[src/rtl/hazard_scoreboard_if.sv]
// hazard_scoreboard_if: decode issue, writeback, flush and status bundle of the hazard scoreboard
// master drives issue/source/writeback/flush and reads status; slave is the scoreboard.
interface hazard_scoreboard_if #(
  parameter int REGI_BITS = 4,
  parameter int VECT_BITS = 2,
  parameter int INF_BITS  = 6
);
  logic                    issue_valid_i;
  logic                    issue_int_we_i;
  logic [REGI_BITS-1:0]    issue_int_dest_i;
  logic                    issue_vec_we_i;
  logic [VECT_BITS-1:0]    issue_vec_dest_i;
  logic [REGI_BITS-1:0]    src_int1_i;
  logic [REGI_BITS-1:0]    src_int2_i;
  logic [1:0]              src_int_used_i;
  logic [VECT_BITS-1:0]    src_vec1_i;
  logic [VECT_BITS-1:0]    src_vec2_i;
  logic [1:0]              src_vec_used_i;
  logic                    wb_int_we_i;
  logic [REGI_BITS-1:0]    wb_int_dest_i;
  logic                    wb_vec_we_i;
  logic [VECT_BITS-1:0]    wb_vec_dest_i;
  logic                    flush_i;
  logic                    stall_o;
  logic                    issue_ok_o;
  logic [2**REGI_BITS-1:0] int_busy_o;
  logic [2**VECT_BITS-1:0] vec_busy_o;
  logic [INF_BITS-1:0]     inflight_o;
  logic                    draining_o;
  logic                    err_o;
  modport master (
    output issue_valid_i, issue_int_we_i, issue_int_dest_i, issue_vec_we_i, issue_vec_dest_i,
           src_int1_i, src_int2_i, src_int_used_i, src_vec1_i, src_vec2_i, src_vec_used_i,
           wb_int_we_i, wb_int_dest_i, wb_vec_we_i, wb_vec_dest_i, flush_i,
    input  stall_o, issue_ok_o, int_busy_o, vec_busy_o, inflight_o, draining_o, err_o
  );
  modport slave (
    input  issue_valid_i, issue_int_we_i, issue_int_dest_i, issue_vec_we_i, issue_vec_dest_i,
           src_int1_i, src_int2_i, src_int_used_i, src_vec1_i, src_vec2_i, src_vec_used_i,
           wb_int_we_i, wb_int_dest_i, wb_vec_we_i, wb_vec_dest_i, flush_i,
    output stall_o, issue_ok_o, int_busy_o, vec_busy_o, inflight_o, draining_o, err_o
  );
endinterface

[src/rtl/hazard_scoreboard.sv]
// hazard_scoreboard: per-register pending-write counters that stall decode on hazards and drain after flush
// Ports: clk, rst (async active-low), bus (hazard_scoreboard_if.slave: issue/source/writeback/flush in, stall/status out).
module hazard_scoreboard #(
  parameter int REGI_BITS = 4,
  parameter int VECT_BITS = 2,
  parameter int CNT_BITS  = 2,
  parameter int INF_BITS  = 6
) (
  input logic clk,
  input logic rst,
  hazard_scoreboard_if.slave bus
);
  localparam int NI = 2**REGI_BITS;
  localparam int NV = 2**VECT_BITS;
  typedef enum logic {RUN, DRAIN} state_t;
  state_t state, nxt;
  logic [CNT_BITS-1:0] int_cnt [NI];
  logic [CNT_BITS-1:0] vec_cnt [NV];
  logic [INF_BITS-1:0] inflight;
  logic [NI-1:0] int_busy;
  logic [NV-1:0] vec_busy;
  logic err, draining, hazard, stall, ok;
  logic int_inc, vec_inc, int_dec, vec_dec, int_err, vec_err;
  always_comb begin
    hazard = (bus.src_int_used_i[0] && int_cnt[bus.src_int1_i] != '0) ||
             (bus.src_int_used_i[1] && int_cnt[bus.src_int2_i] != '0) ||
             (bus.src_vec_used_i[0] && vec_cnt[bus.src_vec1_i] != '0) ||
             (bus.src_vec_used_i[1] && vec_cnt[bus.src_vec2_i] != '0) ||
             (bus.issue_int_we_i && int_cnt[bus.issue_int_dest_i] == '1) ||
             (bus.issue_vec_we_i && vec_cnt[bus.issue_vec_dest_i] == '1) ||
             (inflight == '1);
    stall = bus.issue_valid_i && (hazard || state == DRAIN || bus.flush_i);
    ok = bus.issue_valid_i && !stall;
    int_inc = ok && bus.issue_int_we_i;
    vec_inc = ok && bus.issue_vec_we_i;
    // a writeback against an empty counter is an error, never a decrement
    int_dec = bus.wb_int_we_i && int_cnt[bus.wb_int_dest_i] != '0;
    vec_dec = bus.wb_vec_we_i && vec_cnt[bus.wb_vec_dest_i] != '0;
    int_err = bus.wb_int_we_i && int_cnt[bus.wb_int_dest_i] == '0;
    vec_err = bus.wb_vec_we_i && vec_cnt[bus.wb_vec_dest_i] == '0;
    nxt = state == RUN ? (bus.flush_i ? DRAIN : RUN) : (inflight == '0 && !bus.flush_i ? RUN : DRAIN);
    int_busy = '0;
    vec_busy = '0;
    for (int i = 0; i < NI; i++) int_busy[i] = int_cnt[i] != '0;
    for (int i = 0; i < NV; i++) vec_busy[i] = vec_cnt[i] != '0;
  end
  always_ff @(posedge clk or negedge rst)
    if (!rst) begin
      for (int i = 0; i < NI; i++) int_cnt[i] <= '0;
      for (int i = 0; i < NV; i++) vec_cnt[i] <= '0;
      inflight <= '0;
      err <= 1'b0;
      state <= RUN;
      draining <= 1'b0;
    end else begin
      // issue and writeback on the same register cancel out
      for (int i = 0; i < NI; i++)
        if ((int_inc && bus.issue_int_dest_i == REGI_BITS'(i)) != (int_dec && bus.wb_int_dest_i == REGI_BITS'(i)))
          int_cnt[i] <= (int_inc && bus.issue_int_dest_i == REGI_BITS'(i)) ? int_cnt[i] + CNT_BITS'(1) : int_cnt[i] - CNT_BITS'(1);
      for (int i = 0; i < NV; i++)
        if ((vec_inc && bus.issue_vec_dest_i == VECT_BITS'(i)) != (vec_dec && bus.wb_vec_dest_i == VECT_BITS'(i)))
          vec_cnt[i] <= (vec_inc && bus.issue_vec_dest_i == VECT_BITS'(i)) ? vec_cnt[i] + CNT_BITS'(1) : vec_cnt[i] - CNT_BITS'(1);
      inflight <= inflight + INF_BITS'(int_inc) + INF_BITS'(vec_inc) - INF_BITS'(int_dec) - INF_BITS'(vec_dec);
      err <= err || int_err || vec_err;
      state <= nxt;
      draining <= nxt == DRAIN;
    end
  assign bus.stall_o = stall;
  assign bus.issue_ok_o = ok;
  assign bus.int_busy_o = int_busy;
  assign bus.vec_busy_o = vec_busy;
  assign bus.inflight_o = inflight;
  assign bus.draining_o = draining;
  assign bus.err_o = err;
endmodule

[src/flat_wrapper.sv]
// flat-port wrapper written by rule: the top's interface ports become plain ports
module hazard_scoreboard_flat 
#(
  parameter int REGI_BITS = 4,
  parameter int VECT_BITS = 2,
  parameter int CNT_BITS  = 2,
  parameter int INF_BITS  = 6
)
  (clk, rst, bus_issue_valid_i, bus_issue_int_we_i, bus_issue_int_dest_i, bus_issue_vec_we_i, bus_issue_vec_dest_i, bus_src_int1_i, bus_src_int2_i, bus_src_int_used_i, bus_src_vec1_i, bus_src_vec2_i, bus_src_vec_used_i, bus_wb_int_we_i, bus_wb_int_dest_i, bus_wb_vec_we_i, bus_wb_vec_dest_i, bus_flush_i, bus_stall_o, bus_issue_ok_o, bus_int_busy_o, bus_vec_busy_o, bus_inflight_o, bus_draining_o, bus_err_o);
  hazard_scoreboard_if #(.REGI_BITS(REGI_BITS), .VECT_BITS(VECT_BITS), .INF_BITS(INF_BITS)) bus_i ();
  input logic clk;
  input logic rst;
  input wire logic [$bits(bus_i.issue_valid_i)-1:0] bus_issue_valid_i;
  input wire logic [$bits(bus_i.issue_int_we_i)-1:0] bus_issue_int_we_i;
  input wire logic [$bits(bus_i.issue_int_dest_i)-1:0] bus_issue_int_dest_i;
  input wire logic [$bits(bus_i.issue_vec_we_i)-1:0] bus_issue_vec_we_i;
  input wire logic [$bits(bus_i.issue_vec_dest_i)-1:0] bus_issue_vec_dest_i;
  input wire logic [$bits(bus_i.src_int1_i)-1:0] bus_src_int1_i;
  input wire logic [$bits(bus_i.src_int2_i)-1:0] bus_src_int2_i;
  input wire logic [$bits(bus_i.src_int_used_i)-1:0] bus_src_int_used_i;
  input wire logic [$bits(bus_i.src_vec1_i)-1:0] bus_src_vec1_i;
  input wire logic [$bits(bus_i.src_vec2_i)-1:0] bus_src_vec2_i;
  input wire logic [$bits(bus_i.src_vec_used_i)-1:0] bus_src_vec_used_i;
  input wire logic [$bits(bus_i.wb_int_we_i)-1:0] bus_wb_int_we_i;
  input wire logic [$bits(bus_i.wb_int_dest_i)-1:0] bus_wb_int_dest_i;
  input wire logic [$bits(bus_i.wb_vec_we_i)-1:0] bus_wb_vec_we_i;
  input wire logic [$bits(bus_i.wb_vec_dest_i)-1:0] bus_wb_vec_dest_i;
  input wire logic [$bits(bus_i.flush_i)-1:0] bus_flush_i;
  output wire logic [$bits(bus_i.stall_o)-1:0] bus_stall_o;
  output wire logic [$bits(bus_i.issue_ok_o)-1:0] bus_issue_ok_o;
  output wire logic [$bits(bus_i.int_busy_o)-1:0] bus_int_busy_o;
  output wire logic [$bits(bus_i.vec_busy_o)-1:0] bus_vec_busy_o;
  output wire logic [$bits(bus_i.inflight_o)-1:0] bus_inflight_o;
  output wire logic [$bits(bus_i.draining_o)-1:0] bus_draining_o;
  output wire logic [$bits(bus_i.err_o)-1:0] bus_err_o;
  assign bus_i.issue_valid_i = bus_issue_valid_i;
  assign bus_i.issue_int_we_i = bus_issue_int_we_i;
  assign bus_i.issue_int_dest_i = bus_issue_int_dest_i;
  assign bus_i.issue_vec_we_i = bus_issue_vec_we_i;
  assign bus_i.issue_vec_dest_i = bus_issue_vec_dest_i;
  assign bus_i.src_int1_i = bus_src_int1_i;
  assign bus_i.src_int2_i = bus_src_int2_i;
  assign bus_i.src_int_used_i = bus_src_int_used_i;
  assign bus_i.src_vec1_i = bus_src_vec1_i;
  assign bus_i.src_vec2_i = bus_src_vec2_i;
  assign bus_i.src_vec_used_i = bus_src_vec_used_i;
  assign bus_i.wb_int_we_i = bus_wb_int_we_i;
  assign bus_i.wb_int_dest_i = bus_wb_int_dest_i;
  assign bus_i.wb_vec_we_i = bus_wb_vec_we_i;
  assign bus_i.wb_vec_dest_i = bus_wb_vec_dest_i;
  assign bus_i.flush_i = bus_flush_i;
  assign bus_stall_o = bus_i.stall_o;
  assign bus_issue_ok_o = bus_i.issue_ok_o;
  assign bus_int_busy_o = bus_i.int_busy_o;
  assign bus_vec_busy_o = bus_i.vec_busy_o;
  assign bus_inflight_o = bus_i.inflight_o;
  assign bus_draining_o = bus_i.draining_o;
  assign bus_err_o = bus_i.err_o;
  hazard_scoreboard #(.REGI_BITS(REGI_BITS), .VECT_BITS(VECT_BITS), .CNT_BITS(CNT_BITS), .INF_BITS(INF_BITS)) u_core (.clk(clk), .rst(rst), .bus(bus_i));
endmodule
[config.mk]
export PLATFORM = sky130hd
export DESIGN_NAME = hazard_scoreboard_flat
export DESIGN_NICKNAME = d
export VERILOG_FILES = /design/src/rtl/hazard_scoreboard_if.sv /design/src/rtl/hazard_scoreboard.sv /design/src/flat_wrapper.sv
export SDC_FILE = /design/constraint.sdc
export NUM_CORES = 1
export LEC_CHECK = 0
export CELL_PAD_IN_SITES_DETAIL_PLACEMENT = 2
export CELL_PAD_IN_SITES_GLOBAL_PLACEMENT = 2
export CORE_AREA = 2 2 142 89
export CTS_CLUSTER_SIZE = 8
export DETAILED_ROUTE_END_ITERATION = 10
export DIE_AREA = 0 0 144 91
export PLACE_DENSITY_LB_ADDON = 0.1
export SLEW_MARGIN = 25
export SYNTH_ARGS = -nofsm -noshare
export SYNTH_HDL_FRONTEND = slang
export SYNTH_SLANG_ARGS = --single-unit
export TNS_END_PERCENT = 10
[constraint.sdc]
create_clock -name clk -period 5.26 [get_ports clk]
set_clock_uncertainty 0.15 [all_clocks]
set_input_delay 1.052 -clock clk [delete_from_list [all_inputs] [get_ports clk]]
set_output_delay 1.052 -clock clk [all_outputs]
set_load 0.01 [all_outputs]
==> key figures <==
Run status
  • Status: finished clean

Drt
  • Post-Route WL: 14.16 mm
  • Post-DRT Antenna Nets: 0
  • Drt initial violations: approximately 180
  • Vias per cell: 5.498
  • First-pass detailed-route iteration total: 4
  • Number of remaining DRC errors: 0
  • Via count: 3585
  • Drt wl/cell: 21.72 um

Synthesis
  • FF+latch count, synth: 48
  • Area leader, netlist: dfrtp_1
  • Syn nets: roughly 470
  • Synth unique cells: 49
  • Compound-cell area share of the yosys netlist: 10.10%
  • Syn Inst Count: around 420
  • Top cell type's share of synthesized area: 31.68%
  • Post-synthesis mux area share: roughly 12%
  • Ys flop type: dfrtp_1
  • Seq/Total Area, Yosys: 31.68%
  • Largest cells by area after synthesis: dfrtp_1 (32%), mux4_2 (11%), xnor2_1 (9.5%)
  • Synthesized area: 3791 um^2
  • Synth Warn #: 0
  • Synth Area in Simple Gates: approximately a quarter
  • Ys async rst share: 100.0%
  • Post-synth EDFFs: 0
  • Synth Area in Adders: around 4.6%
  • Mapped Avg Cell Area: 9.005 um^2
  • Largest family of logic cells by synthesized area: simple AND/OR/NAND/NOR gates
  • Post-synthesis xor/xnor area fraction: about a tenth

Power
  • P_int: 1.109 mW
  • Max VDD drop: just under 200 uV
  • LEAKAGE: just under 2 nW
  • Psw: 0.7576 mW
  • Sw frac: 40.60%
  • Clock network power share: 17.5%
  • Cell area power density: 390.5 nW/um^2
  • Comb pwr share: 49.6%
  • Seq pwr share: 32.8%

Layout
  • Nets: 535
  • Diode count: 0
  • Layout area overhead: 26.04%
  • Fraction of layout cells with a size suffix above 1: slightly below 10%

CTS
  • Post-CTS Setup Inserts: 0
  • CTS tree: yes
  • CTS Buffer Depth: 2
  • CTS HTree Levels: 2
  • Clk_lat worst skew: 300 ps
  • Clock sinks: 48
  • Cts hold-fix bufs: 0
  • Clock slew seen by the registers of the worst setup and hold paths: about 60 ps
  • Cts repair resizes: 0
  • Root Buffer: clkbuf_16
  • Inserted Clock Buffers: 5

Place
  • GPL Wtd Cong: roughly 0.86
  • HPWL after detailed placement: 11.27 mm
  • PortBufs: 65

Setup path
  • Most frequent CP cell: clkdlybuf4s50_1
  • R2R Path End: u_core.bus.inflight_o[5]
  • R2r startpoint: u_core.int_cnt[14]
  • CP endpoint kind: output pin
  • Worst R2R Path Depth: 13
  • Critical Setup Path Class: primary input to output pin
  • Worst Setup Start Kind: primary input
  • Arr. time, crit path: between 3000 and 4000 ps
  • Critical Path Fanout Max: 16
  • Max stage delay cell, worst path: or4_1
  • Worst path top cell family by delay: buffers and inverters
  • Critical path required time: 4060 ps
  • Crit-path cells: clkdlybuf4s50_1 > buf_12 > mux4_2 > a22oi_1 > a32oi_1 > or4_1 > and2_1 > clkdlybuf4s50_1
  • Worst Path Buf+Inv: 3
  • CP peak stage delay: about 590 ps
  • R2R Setup Slk: about 1300 ps

Floorplan
  • Die extent in x: 144 um
  • Core Box Area: 11750 um^2
  • Die Area: 13100 um^2
  • Die span in y: about 91 um
  • I/O Pins: 66
  • Site row count: 31
  • Starting Density: 32.26%

Flow run
  • Max-cap violations: 0

STA
  • RSZ-0062 raised after global routing: no
  • Period minus WS final: 5118 ps
  • Hold_ws: 360.5 ps
  • Final Setup Violations: 0
  • Pins Over Slew Limit: 0
  • Max Fclk: 0.1954 GHz
  • Worst Tran Pin Value: 722.3 ps
  • Max_slew headroom: between 50% and 60%
  • Endpoints failing hold: 0
  • Final cycle utilization of the critical path: between 90% and 100%
  • Final TNS setup: 0 ps

Global route
  • Vias in the first global route: slightly below 4000
  • Gr ovfl total: 0
  • GR Util All Layers: between 20 and 25%
  • First-pass GRT wire length: 23.14 mm
  • Initial antenna violation count: 0
  • Largest net degree at the start of global routing: 49

Worst hold path
  • HP Start: u_core.bus.err_o
  • Min-Delay Endpoint: u_core.bus.err_o
  • Hold WC Path Type: register to register
  • Hold Path Cell Cnt: 2
[cells by family after synthesis]
kind of cell / after synthesis
AO/OA/AOI/OAI: 58
AND/OR/NAND/NOR: 185
multiplexers: 23
adder cells (fa/ha/maj): 12
flip-flops: 48
buffers and inverters: 52
XOR/XNOR: 43
[per-stage QoR]
| step | utilization, % | power [mW] | instance area [um^2] | setup slack, ps | cells |
|---|---|---|---|---|---|
| after floorplan | - | 1.114 | 3791 | 728.5 | 421 |
| after CTS | 40.66 | 1.885 | 4778 | 116.5 | 652 |
| after global placement | 39.52 | 1.496 | 4644 | 155.9 | 645 |
| after detailed placement | 39.52 | 1.546 | 4644 | -3.479 | 645 |
| after global routing | 40.66 | 2.007 | 4778 | 29.82 | 652 |
| final | 40.66 | 1.866 | 4778 | 142.5 | 652 |
[cell usage in the layout, fill, tap and decap left out, drive strengths merged, types with 2 or more instances in the layout]
cell type       n
nand2          31
o2111ai         4
fa              3
a22oi           2
nand3          40
o31ai           2
a31oi           2
o21ai          20
mux2i           5
buf            12
clkdlybuf4s50  64
nor2b           3
nand4          17
nor3            6
nand3b          3
nand2b         10
nor4            3
nor4b           2
mux4           18
ha              9
or2             7
or3            13
nand4b          5
and2            3
xor2            2
o21bai          2
o211ai          7
a21oi           7
inv            35
clkbuf          6
o31a            2
xnor2          41
dfrtp          48
nor2           41
[state kept, by name, indices dropped and copies added (netlist names)]
signal,cells
u_core.vec_cnt,8
u_core.int_cnt,32
u_core.state,1
u_core.bus.inflight_o,6
u_core.bus.err_o,1
[synth_stat cells (all sizes together) (3+ instances only)]
library cell and instances:
a21oi 7, and2 3, buf 11, clkbuf 6, dfrtp 48, fa 3, ha 9, inv 35
mux2i 5, mux4 18, nand2 31, nand2b 10, nand3 40, nand3b 3, nand4 17, nand4b 5
nor2 41, nor2b 3, nor3 6, nor4 3, o2111ai 4, o211ai 7, o21ai 20, or2 7
or3 13, xnor2 41
[worst max-delay path by stage]
stage / start / end / slack (ps) / cells past startpoint
5_1_grt: bus_issue_int_dest_i[0] / bus_stall_o / 30 / 8
6_report: bus_issue_int_dest_i[0] / bus_stall_o / 140 / 8
3_3_place_gp: bus_issue_int_dest_i[0] / u_core.bus.inflight_o[5] / 160 / 15
3_5_place_dp: bus_issue_int_dest_i[0] / u_core.bus.inflight_o[5] / -3 / 15
4_1_cts: bus_issue_int_dest_i[0] / bus_stall_o / 120 / 8
2_1_floorplan: bus_issue_int_dest_i[1] / u_core.bus.inflight_o[5] / 730 / 14
[cell type report]
cell class                      count  area [um^2]
Clock buffer                        6        128.9
Clock inverter                      1        5.005
Fill cell                        1300         6974
Inverter                           35        131.4
Multi-Input combinational cell    321         2365
Sequential cell                    48         1201
Tap cell                          165        206.4
Timing Repair Buffer               76        740.7
[power groups by stage]
| stage | Clock, mW | Sequential (mW) | Combinational [mW] |
|---|---|---|---|
| final | 0.327 | 0.613 | 0.926 |
| after global routing | 0.348 | 0.636 | 1.02 |
| after CTS | 0.336 | 0.612 | 0.937 |
| after detailed placement | 0 | 0.616 | 0.930 |
| after global placement | 0 | 0.609 | 0.887 |
| after floorplan | 0 | 0.562 | 0.552 |
[worst reg2reg max path: stages, from the launching register on]
cell	delay (ps)
dfrtp_1	460
nor2_1	400
mux4_2	350
o21bai_1	70
o2111a_1	320
nor4_4	350
fa_1	470
fa_1	380
ha_1	200
inv_1	70
fa_1	210
o21bai_1	100
a21oi_1	200
xor2_1	160
[layer usage]
metal	track usage, %	share of wire [%]
met5	0	0
met4	3.676	0.74
met3	3.481	4.0
met2	35.00	44
met1	35.40	51
(Power assumes the default switching activity.)
